==> src/rtl/tjmono2_rx_stream_adapter.sv <==
// Rx FIFO to valid/ready stream adapter: tag filter, 2-entry skid buffer, IDLE/RUN/DRAIN control.
// Define TJMONO2_STREAM_TRAILER_EN to append a word-count trailer at the end of each drain.
module tjmono2_rx_stream_adapter #(
    parameter logic [3:0] DATA_IDENTIFIER = 4'h0
) (
    input  logic        BUS_CLK,
    input  logic        BUS_RST_N,
    input  logic        ENABLE,
    input  logic        CLR_CNT,
    input  logic        FIFO_EMPTY,
    input  logic [31:0] FIFO_DATA,
    output logic        FIFO_READ,
    output logic [31:0] OUT_DATA,
    output logic        OUT_VALID,
    input  logic        OUT_READY,
    output logic [31:0] WORD_CNT,
    output logic [15:0] DROP_CNT,
    output logic        BUSY
);

    typedef enum logic [1:0] {
        IDLE  = 2'd0,
        RUN   = 2'd1,
        DRAIN = 2'd2
    } state_t;

    state_t      r_state;
    state_t      w_state_nxt;
    logic [1:0]  r_rst_sync;
    logic        w_rst_n;
    logic [1:0]  r_cnt;
    logic [31:0] r_buf0;
    logic [31:0] r_buf1;
    logic [31:0] r_word_cnt;
    logic [31:0] w_word_cnt_nxt;
    logic [15:0] r_drop_cnt;
    logic        w_head_match;
    logic        w_trl_valid;
    logic        w_xfer;
    logic        w_data_xfer;
    logic        w_push;
    logic        w_drop;
    logic [31:0] w_trl_word;

    // Assertion is asynchronous; release is re-timed so no flop leaves reset on a partial edge.
    always_ff @(posedge BUS_CLK or negedge BUS_RST_N) begin
        if (!BUS_RST_N) begin
            r_rst_sync <= 2'b00;
        end else begin
            // NOTE: sequential state uses <= so every flop samples pre-edge values.
            r_rst_sync <= {r_rst_sync[0], 1'b1};
        end
    end

    assign w_rst_n = r_rst_sync[1];

`ifdef TJMONO2_STREAM_TRAILER_EN
    logic [23:0] r_trl_cnt;

    // Tracks WORD_CNT outside DRAIN, then counts only drain transfers so the trailer stays stable.
    always_ff @(posedge BUS_CLK or negedge w_rst_n) begin
        if (!w_rst_n) begin
            r_trl_cnt <= 24'd0;
        end else if (r_state != DRAIN) begin
            r_trl_cnt <= w_word_cnt_nxt[23:0];
        end else if (w_data_xfer) begin
            r_trl_cnt <= r_trl_cnt + 24'd1;
        end
    end

    assign w_trl_valid = (r_state == DRAIN) && (r_cnt == 2'd0);
    assign w_trl_word  = {DATA_IDENTIFIER, 4'hE, r_trl_cnt};
`else
    assign w_trl_valid = 1'b0;
    assign w_trl_word  = 32'd0;
`endif

    assign w_head_match = (FIFO_DATA[31:28] == DATA_IDENTIFIER);
    assign OUT_VALID    = (r_cnt != 2'd0) || w_trl_valid;
    assign OUT_DATA     = w_trl_valid ? w_trl_word : r_buf0;
    assign w_xfer       = OUT_VALID && OUT_READY;
    assign w_data_xfer  = w_xfer && (r_cnt != 2'd0);

    assign FIFO_READ = (r_state == RUN) && !FIFO_EMPTY &&
                       (!w_head_match || (r_cnt < 2'd2) || w_xfer);
    assign w_push    = FIFO_READ && w_head_match;
    assign w_drop    = FIFO_READ && !w_head_match;

    assign BUSY     = (r_state != IDLE);
    assign WORD_CNT = r_word_cnt;
    assign DROP_CNT = r_drop_cnt;

    always_ff @(posedge BUS_CLK or negedge w_rst_n) begin
        if (!w_rst_n) begin
            r_state <= IDLE;
        end else begin
            r_state <= w_state_nxt;
        end
    end

    always_comb begin
        // NOTE: default first so no path leaves the next state unassigned (no latch).
        w_state_nxt = r_state;
        unique case (r_state)
            IDLE:    if (ENABLE) w_state_nxt = RUN;
            RUN:     if (!ENABLE) w_state_nxt = DRAIN;
`ifdef TJMONO2_STREAM_TRAILER_EN
            DRAIN:   if (w_trl_valid && OUT_READY) w_state_nxt = IDLE;
`else
            DRAIN:   if (r_cnt == 2'd0) w_state_nxt = IDLE;
`endif
            default: w_state_nxt = IDLE;
        endcase
    end

    // Two-entry in-order buffer; head is always r_buf0.
    always_ff @(posedge BUS_CLK or negedge w_rst_n) begin
        if (!w_rst_n) begin
            // NOTE: buffer words are reset too, because the head drives OUT_DATA directly.
            r_cnt  <= 2'd0;
            r_buf0 <= 32'd0;
            r_buf1 <= 32'd0;
        end else begin
            unique case ({w_push, w_data_xfer})
                2'b10: begin
                    if (r_cnt == 2'd0) r_buf0 <= FIFO_DATA;
                    else               r_buf1 <= FIFO_DATA;
                    r_cnt <= r_cnt + 2'd1;
                end
                2'b01: begin
                    r_buf0 <= r_buf1;
                    r_cnt  <= r_cnt - 2'd1;
                end
                2'b11: begin
                    if (r_cnt == 2'd1) begin
                        r_buf0 <= FIFO_DATA;
                    end else begin
                        r_buf0 <= r_buf1;
                        r_buf1 <= FIFO_DATA;
                    end
                end
                default: ;
            endcase
        end
    end

    assign w_word_cnt_nxt = CLR_CNT     ? 32'd0 :
                            w_data_xfer ? r_word_cnt + 32'd1 : r_word_cnt;

    always_ff @(posedge BUS_CLK or negedge w_rst_n) begin
        if (!w_rst_n) begin
            r_word_cnt <= 32'd0;
            r_drop_cnt <= 16'd0;
        end else begin
            r_word_cnt <= w_word_cnt_nxt;
            if (CLR_CNT) begin
                r_drop_cnt <= 16'd0;
            end else if (w_drop && (r_drop_cnt != 16'hFFFF)) begin
                r_drop_cnt <= r_drop_cnt + 16'd1;
            end
        end
    end

endmodule

==> config.mk <==
export PLATFORM = sky130hd
export DESIGN_NAME = tjmono2_rx_stream_adapter
export DESIGN_NICKNAME = d
export VERILOG_FILES = /design/src/rtl/tjmono2_rx_stream_adapter.sv
export SDC_FILE = /design/constraint.sdc
export NUM_CORES = 1
export LEC_CHECK = 0
export BUFFER_PORTS_ARGS = -buffer_cell sky130_fd_sc_hd__buf_2
export CAP_MARGIN = 40
export CELL_PAD_IN_SITES_DETAIL_PLACEMENT = 1
export CELL_PAD_IN_SITES_GLOBAL_PLACEMENT = 1
export CORE_ASPECT_RATIO = 1.4
export CORE_MARGIN = 4
export CORE_UTILIZATION = 38
export CTS_CLUSTER_SIZE = 16
export DETAILED_ROUTE_END_ITERATION = 16
export GPL_TIMING_DRIVEN = 1
export PLACE_DENSITY = 0.78
export SLEW_MARGIN = 20
export SYNTH_ARGS = -nofsm -noshare
export SYNTH_HDL_FRONTEND = slang
export SYNTH_SLANG_ARGS = --single-unit
==> constraint.sdc <==
create_clock -name BUS_CLK -period 3.7 [get_ports BUS_CLK]
set_input_delay 0.37 -clock BUS_CLK [delete_from_list [all_inputs] [get_ports BUS_CLK]]
set_output_delay 0.37 -clock BUS_CLK [all_outputs]
set_load 0.01 [all_outputs]
==> flow_summary.json <==
{
  "status": "completed",
  "grt_max_degree": 44,
  "start_kind": "flop",
  "path_clk_slew_ns": 0.07,
  "finalSetupViolCount": 0,
  "end_kind": "flop",
  "cp.arrival_ns": 3.36,
  "whs_path_depth": 2,
  "grt_overflow_total": 0,
  "ant_nets": 0,
  "port-buffer-count": 120,
  "num_vias": 4622,
  "r2r_end": "r_buf1[3]$_DFFE_PN0P_",
  "rsz0062_at_grt": "no",
  "synth_area_um2": 5530,
  "power_leakage_uw": 0.00323,
  "diodes": 0,
  "yosysUniqueCellTypes": 42,
  "io_pins": 121,
  "crit_required_ns": 3.99,
  "syn_area_per_cell_um2": 10.5,
  "nFillCells": 1600,
  "reg2regPathDepth": 11,
  "synth_edf_count": 0,
  "die_w_um": 110,
  "drt-initial-drc-count": 207,
  "synthCells": 527,
  "drc": 0,
  "finalCriticalPeriod_ns": 3.07,
  "hold_slack_ns": 0.201,
  "cp_max_fo": 32,
  "die_h_um": 151,
  "clk_latency_ns": 0.41,
  "drv_cap": 0,
  "holdPathEnd": "r_buf1[6]$_DFFE_PN0P_",
  "drive_above_1_share_pct": 33.4,
  "ys_ff_latch": 118,
  "crit_type": "reg2reg",
  "gp_congestion": 0.796,
  "fmax_ghz": 0.326,
  "grt_pass1_vias": 4977,
  "first_pass_iters": 4,
  "tightest_slew_ns": 0.703,
  "fp-row-count": 51,
  "finalInstanceArea_um2": 6980,
  "hold_viol": 0,
  "start_util_pct": 39.2,
  "antenna_found_initial": 0,
  "peakVddDrop_v": 0.000350,
  "grt_first_pass_wirelength_um": 24700,
  "seq_area_frac_synth_pct": 53.4,
  "cts.sinks": 118,
  "synthArstFlopShare_pct": 100,
  "fin_nets": 695,
  "utilization_pct": 49.5,
  "post_drt_wl_per_cell_um": 17.5,
  "timing.setup.tns_ns": 0,
  "slew_violations": 0,
  "die_area_um2": 16600,
  "cts.path.max_buffers": 2,
  "holdCritPathClass": "in2reg",
  "power.density_nw_per_um2": 639,
  "min_from": "FIFO_DATA[6]",
  "routed_wl_um": 14800,
  "grt_usage_pct": 19.0,
  "vias_per_cell": 5.46,
  "cts-root-buf": "clkbuf_16",
  "synth_nets": 573,
  "htree_levels": 4,
  "design.core.area_um2": 14100,
  "dp_hpwl_um": 10500,
  "synth_flop_cell": "dfrtp_1",
  "r2r_slack_ns": 0.63,
  "place_inst": 813,
  "area_growth_pct": 26.3,
  "finalNonFillerCells": 847,
  "reg2reg_from": "r_cnt[1]$_DFFE_PN0P_",
  "cts_setup_buffers": 0,
  "finalCritPeriodShare_pct": 82.8,
  "yosys_warnings": 0,
  "placed_area_um2": 6410,
  "numCtsBuffers": 17,
  "skew_ns": 0.0104,
  "relSlewSlack_pct": 53.0,
  "cts_tree": "yes"
}
## how the worst max path moves through the flow
stage,end,startpoint,cells after the start
floorplan,DROP_CNT[0]$_DFFE_PN0P_,r_rst_sync[1]$_DFF_PN0_,0
global placement,OUT_DATA[25]$_DFFE_PN0P_,r_cnt[1]$_DFFE_PN0P_,11
detailed placement,r_buf1[14]$_DFFE_PN0P_,r_cnt[1]$_DFFE_PN0P_,11
CTS,r_buf1[27]$_DFFE_PN0P_,r_cnt[1]$_DFFE_PN0P_,11
global route,r_buf1[14]$_DFFE_PN0P_,r_cnt[1]$_DFFE_PN0P_,11
finish,r_buf1[3]$_DFFE_PN0P_,r_cnt[1]$_DFFE_PN0P_,11
## cells in the mapped netlist, types with 2 or more instances
master,count,area (um^2)
nor2b_1,11,68.8
nand4_1,11,68.8
a22oi_1,32,240
nand2_1,54,203
o31ai_1,17,128
xnor2_1,4,35.0
or3_1,6,37.5
o21ai_0,42,210
nor4_1,7,43.8
or3_2,3,22.5
mux2_2,43,484
nor3b_1,3,22.5
ha_1,8,100
inv_1,11,41.3
and3_1,3,18.8
a21oi_1,28,140
nand2b_1,2,12.5
and4_1,4,35.0
xor2_1,8,70.1
and2_1,3,18.8
a211oi_1,4,30.0
buf_2,2,10.0
dfrtp_1,118,2950
or4_1,18,135
clkbuf_1,30,113
nor2_1,23,86.3
nand3_1,17,85.1
## repair_timing
| action | in CTS | in global routing |
|---|---|---|
| resized for setup | 0 | 0 |
| hold buffers | 1 | 0 |
| hold endpoints to repair | 2 | 0 |
## layout by cell type (no fill, tap or decap), drive strengths merged, types with 4 or more instances in the layout
cell type / instances
a211oi: 4
a21oi: 28
a22oi: 32
and4: 4
buf: 133
clkbuf: 18
clkinv: 4
dfrtp: 118
ha: 8
inv: 20
mux2: 43
nand2: 54
nand3: 17
nand4: 11
nor2: 23
nor2b: 11
nor4: 7
o21ai: 42
o31ai: 17
or3: 9
or4: 18
xnor2: 4
xor2: 8
## power breakdown
part / switching, uW / total (uW) / internal (uW)
sequential: 215 / 1850 / 1640
combinational: 604 / 1060 / 457
clock: 664 / 1550 / 883
total: 1480 / 4460 / 2980
## state kept, by name, indices dropped and copies added (netlist names)
register / flops
r_rst_sync: 2
WORD_CNT: 32
OUT_DATA: 32
DROP_CNT: 16
r_cnt: 2
r_state: 2
r_buf1: 32
## critical path: stages, from the launching register on
cell      delay (ns)
dfrtp_1         0.40
inv_1           0.14
ha_1            0.37
inv_1           0.10
nand2_1         0.15
clkinv_1        0.33
ha_1            0.33
nand2_1         0.06
o21ai_0         0.13
a21oi_4         0.13
buf_4           0.39
mux2_2          0.39
## routing by layer
layer  vias to the layer above  wire [um]  GRT usage, %
li1                       2167          -             -
met1                      2325       6070          22.5
met2                       115       7760          32.7
met3                        15        795          4.76
met4                         0        219          6.86
met5                         -          0             0
## kinds of logic after synthesis
group                    Yosys count  synth area share, %
buffers and inverters             44                 3.03
AND/OR/NAND/NOR                  171                 16.4
AO/OA/AOI/OAI                    129                 14.4
XOR/XNOR                          12                 1.90
flip-flops                       118                 53.4
multiplexers                      44                 8.94
other                              1               0.0678
adder cells (fa/ha/maj)            8                 1.81
## final cells by class
type | instances | area, um^2 | share of cell area (%)
multi-input cells | 365 | 2440 | 34.9
inverters | 12 | 45.0 | 0.645
clock buffers | 17 | 425 | 6.09
flip-flops and latches | 118 | 2960 | 42.3
clock inverters | 15 | 135 | 1.93
well taps | 185 | 231 | 3.31
repair buffers | 135 | 751 | 10.7
## metrics by stage
stage / worst slack [ns] / power [uW]
2_1_floorplan: 0.169 / 2460
3_3_place_gp: 0.601 / 2870
3_5_place_dp: 0.617 / 2950
4_1_cts: 0.606 / 4530
5_1_grt: 0.416 / 4730
6_report: 0.635 / 4460
Note: power is estimated with default switching activity, not from simulation.
